File: src/rtl/exhaustive_vector_checker_dwell_counter.sv
// Dwell timer: counts clock cycles while en is high and flags the last cycle
// of each DWELL-long window.
//   clk, rst : clock, asynchronous active-high reset
//   clr      : restart the window (takes priority over en)
//   en       : count this cycle
//   tc       : combinational, high when en is set on the final cycle of a window
module exhaustive_vector_checker_dwell_counter #(
    parameter int unsigned DWELL = 20
) (
    input  logic clk,
    input  logic rst,
    input  logic clr,
    input  logic en,
    output logic tc
);

    localparam int unsigned CNT_W = (DWELL > 1) ? $clog2(DWELL) : 1;
    localparam logic [CNT_W-1:0] CNT_MAX = CNT_W'(DWELL - 1);

    logic [CNT_W-1:0] cnt_q;

    assign tc = en && (cnt_q == CNT_MAX);

    // Wraps to zero at the end of each window so the next vector starts fresh.
    always_ff @(posedge clk or posedge rst) begin
        if (rst) begin
            cnt_q <= '0;
        end else if (clr) begin
            cnt_q <= '0;
        end else if (en) begin
            if (cnt_q == CNT_MAX) begin
                cnt_q <= '0;
            end else begin
                cnt_q <= cnt_q + CNT_W'(1);
            end
        end
    end

endmodule

File: config.mk
export PLATFORM = sky130hd
export DESIGN_NAME = exhaustive_vector_checker_dwell_counter
export DESIGN_NICKNAME = d
export VERILOG_FILES = /design/src/rtl/exhaustive_vector_checker_dwell_counter.sv
export SDC_FILE = /design/constraint.sdc
export NUM_CORES = 1
export LEC_CHECK = 0
export CAP_MARGIN = 25
export CORE_AREA = 2 2 39 41
export CTS_BUF_LIST = sky130_fd_sc_hd__clkbuf_8
export DETAILED_ROUTE_END_ITERATION = 8
export DIE_AREA = 0 0 41 43
export SYNTH_ARGS = -nofsm -noshare
export SYNTH_HDL_FRONTEND = slang
export SYNTH_SLANG_ARGS = --single-unit
File: constraint.sdc
create_clock -name clk -period 3.2 [get_ports clk]
set_input_delay 0.48 -clock clk [delete_from_list [all_inputs] [get_ports clk]]
set_output_delay 0.48 -clock clk [all_outputs]
set_load 0.03 [all_outputs]
# Yosys cells after proc, flatten, opt, wreduce, memory -nomap -nowiden

Cells that the tools add are included.

Add/subtract/negate cells: 1
Equal/unequal tests: 1
Mux-type cells: 3
Reduce and logical (&&, ||, !) cells: 2

Operator list:

| kind                | count |
|---|---|
| $mux 5              | 3 |
| $add 5x1->5 const B | 1 |
| $eq 5x5->1 const B  | 1 |
| $reduce_bool 2->1   | 1 |
| $logic_and 1x1->1   | 1 |

Register bits: 5
Bits of input ports: 4
Word-level logic and storage cells: 8

# Depth between registers and ports, before layout

Depth after elaboration: 4
Gate-level depth with buffers: 4
Gate-level depth less buffers: 4

# Least setup slack after synthesis

No wires, ideal clock.

Path type: reg-to-output
Start: register cnt_q[0]
End: output port tc
Data arrival time: 1.024 ns
Required time: 2.720 ns
Path slack: 1.696 ns
Stages on the path, launching flop included: 4
Buffers on the path: 0
Path through: dfrtp_1 -> ha_1 -> nor4bb_2 -> and2_2

Word-level cells in the longest chain between the ends: 2

Ends and longest elaborated chain:

| item                     | RTL line | RTL |
|---|---|---|
| start: declaration       | 20       | `logic [CNT_W-1:0] cnt_q;` |
| start signal: assignment | 34       | `cnt_q <= cnt_q + CNT_W'(1);` |
| $eq 5x5->1               | 22       | `assign tc = en && (cnt_q == CNT_MAX);` |
| $logic_and 1x1->1        | 22       |  |
| end: declaration         | 14       | `output logic tc` |

No other way between the ends.

# Worst setup path after layout

Ends and elaborated chain as after synthesis.

==> metrics <==
initial core utilization 20.3%; Req. time, crit path 2.72 ns; vertical extent of the die 43 um; Slew Limit Fails 0; Critical Path Start Type flip-flop; routed wirelength normalized by instance count 9.82 um; Placeable Area 0.00138 mm2; routed wire length 501 um; Sequential Area 125 um2; net switching power 0.0344 mW; number of nets in the final layout 41; top-count cell post-synth sky130_fd_sc_hd__dfrtp_1; Worst Setup End Kind primary output; area of all placed cells without fillers 385 um2; peak supply drop 0.000190 V; number of DRC violations after detailed-routing iteration 0 2; insertion delay of the later-clocked pin in the worst-skew pair 0.22 ns; Yosys warnings 0; CTS tree done; Sink Count 5; Die Span X 41 um; antenna violations before repair 0; area overhead of the layout relative to synthesis 37.5%; status completed; synth cell count leaders sky130_fd_sc_hd__dfrtp_1 (5), sky130_fd_sc_hd__a21oi_1 (3), sky130_fd_sc_hd__nand2_1 (2), sky130_fd_sc_hd__nor2_1 (2), sky130_fd_sc_hd__o21ai_0 (2); clk_skew 0.00141 ns; max-capacitance violation count 0; switching part of the total 18.3%; share of the synthesized area in the top cell type 44.6%; EDFF count, synth 0; share of total power in combinational logic 6.1%; critical path's top delay family buffers and inverters; sequential cell fraction of total power 35.7%; unrepaired setup endpoints after global routing false; hold crit path type in -> async; number of buffers inserted during clock tree synthesis 3; Worst Path Class, Setup reg -> out; synthesized-area fraction occupied by and/or/nand/nor cells 33.9%; share of cells above drive strength 1 20.0%; via density per instance 4.25; share of cell area taken by muxes after synthesis 3.57%; registers with the highest flip-flop counts cnt_q: 5 flops; CTS hold repair buffers 0; Routed Antenna Nets 0; standard-cell row count 14; share of the synthesized netlist area taken by xor and xnor gates 3.13%; cell area after synthesis 280 um2; Multi-input gate area 151 um2; power share of the clock group 58.1%; number of antenna repair diodes 0; total via count after detailed routing 217; worst r2r path cells 4; power per cell area 489 mW/mm2; Least-Margin Pin Slew 0.300 ns; portion of the post-synthesis area used by sequential elements 44.6%; final worst path period share 74.1%; Post-Synth Adder-Cell Area 4.46%; Peak Freq 422 MHz; Cell Chain, Critical Path ha_1 -> nor4bb_2 -> and2_2 -> clkdlybuf4s50_1; distinct cell type count after synthesis 18; clock transition at the registers of the reported paths 0.03 ns; max incr delay on CP 0.66 ns; pin count of the biggest net entering global routing 8; final weighted congestion in routability-driven placement 0.647; Final Critical Period 2.37 ns; Biggest register cnt_q; net count of the mapped netlist 32; cell area reported after detailed placement 340 um2; depth of the CTS H-tree 1; DIE AREA 0.00176 mm2; synthesized-area fraction occupied by ao, oa, aoi and oai cells 8.93%; Power Total 0.188 mW; clock root buffer master sky130_fd_sc_hd__clkbuf_8; total gr overflow 0; wire length of the first global-routing pass 924 um; Boundary Pins 5; Reg2Reg Launch Point cnt_q[0]; Post-Route Setup TNS 0 ns; end of the worst register-to-register path cnt_q[2]; combinational family with the most area after synthesis simple AND/OR/NAND/NOR gates; Post-route DRC 0; number of storage elements in the synthesis netlist 5; Global Route Usage Sum 8.29%; Main synth FF type sky130_fd_sc_hd__dfrtp_1; first-pass detailed-route iteration total 2; number of buffers added on ports 4; endpoint arrival time on the critical path 1.89 ns; internal cell power 0.154 mW; Worst R2R Setup Slack 1.82 ns; ranking of synthesized cells by area sky130_fd_sc_hd__dfrtp_1 (45%), sky130_fd_sc_hd__nor4bb_2 (5.8%), sky130_fd_sc_hd__a21oi_1 (5.4%), sky130_fd_sc_hd__ha_1 (4.5%), sky130_fd_sc_hd__and4b_2 (4.0%); layout filler cell count 145; # resized after CTS 0; slowest CP cell sky130_fd_sc_hd__clkdlybuf4s50_1; leakage 0.175 nW; number of global-route vias before repair 229; post-synthesis average cell area 10.4 um2; number of buffers on the longest clock path 2; Finish-stage setup viols 0; remaining max-slew budget at the tightest pin 79.9%; fraction of registers with async set or reset after synthesis 100%; final number of hold-violating endpoints 0; cell count after synthesis 27; number of buffer and inverter stages on the critical path 1; number of flip-flops in the largest register 5; maximum fanout along the worst path 4; largest area contributor in the netlist sky130_fd_sc_hd__dfrtp_1; number of buffers inserted to repair setup after CTS 0
[power by group through the flow]
| stage | Clock, mW | Combinational (mW) | Sequential, mW |
|---|---|---|---|
| final | 0.110 | 0.0115 | 0.0673 |
| after global routing | 0.117 | 0.0133 | 0.0677 |
| after CTS | 0.113 | 0.0120 | 0.0674 |
| after detailed placement | 0 | 0.0119 | 0.0680 |
| after global placement | 0 | 0.0117 | 0.0680 |
| after floorplan | 0 | 0.00557 | 0.0677 |
[final cells by class]
class | instances | share of cell area, %
Tap cell | 16 | 5.19
Sequential cell | 5 | 32.5
Timing Repair Buffer | 4 | 10.4
Clock buffer | 3 | 10.7
Inverter | 1 | 0.974
Multi-Input combinational cell | 21 | 39.3
Clock inverter | 1 | 0.974
[through the flow]
stage / worst slack, ns / cells / util (%) / hold slack, ns
floorplan: 1.70 / 27 / - / 0.259
global placement: 0.845 / 47 / 24.6 / 0.555
detailed placement: 0.826 / 47 / 24.6 / 0.556
CTS: 0.796 / 51 / 27.8 / 0.466
global route: 0.690 / 51 / 27.8 / 0.507
finish: 0.829 / 51 / 27.8 / 0.459
[cell families (layout without fill, tap and decap cells)]
logic type | after synthesis | after routing
AOI/OAI and AO/OA | 5 | 5
DFF | 5 | 5
buffers and inverters | 1 | 9
and+or+nand+nor | 13 | 13
xor gates and xnor gates | 1 | 1
muxes | 1 | 1
adders and majority gates | 1 | 1
[routing by layer]
metal | share of wire [%] | up-vias | GRT usage, %
li1 | - | 113 | -
met5 | 0 | - | 0
met2 | 54 | 3 | 11.9
met3 | 2.4 | 0 | 1.57
met1 | 43 | 101 | 9.54
met4 | 0 | 0 | 8.00
[placed cells by master, fill, tap and decap left out, types with 2 or more instances in the layout]
cell                              netlist  final
sky130_fd_sc_hd__a21oi_1                3      3
sky130_fd_sc_hd__clkbuf_8               0      3
sky130_fd_sc_hd__clkdlybuf4s50_1        0      4
sky130_fd_sc_hd__dfrtp_1                5      5
sky130_fd_sc_hd__inv_1                  1      2
sky130_fd_sc_hd__nand2_1                2      2
sky130_fd_sc_hd__nor2_1                 2      2
sky130_fd_sc_hd__o21ai_0                2      2
[how the worst max path moves through the flow]
stage,startpoint,to,slack (ns),cells past startpoint
6_report,cnt_q[0],tc,0.83,4
5_1_grt,cnt_q[0],tc,0.69,4
4_1_cts,cnt_q[0],tc,0.80,4
3_5_place_dp,en,tc,0.83,3
3_3_place_gp,en,tc,0.84,3
2_1_floorplan,cnt_q[0],tc,1.70,3
Note: power is estimated with default switching activity, not from simulation.
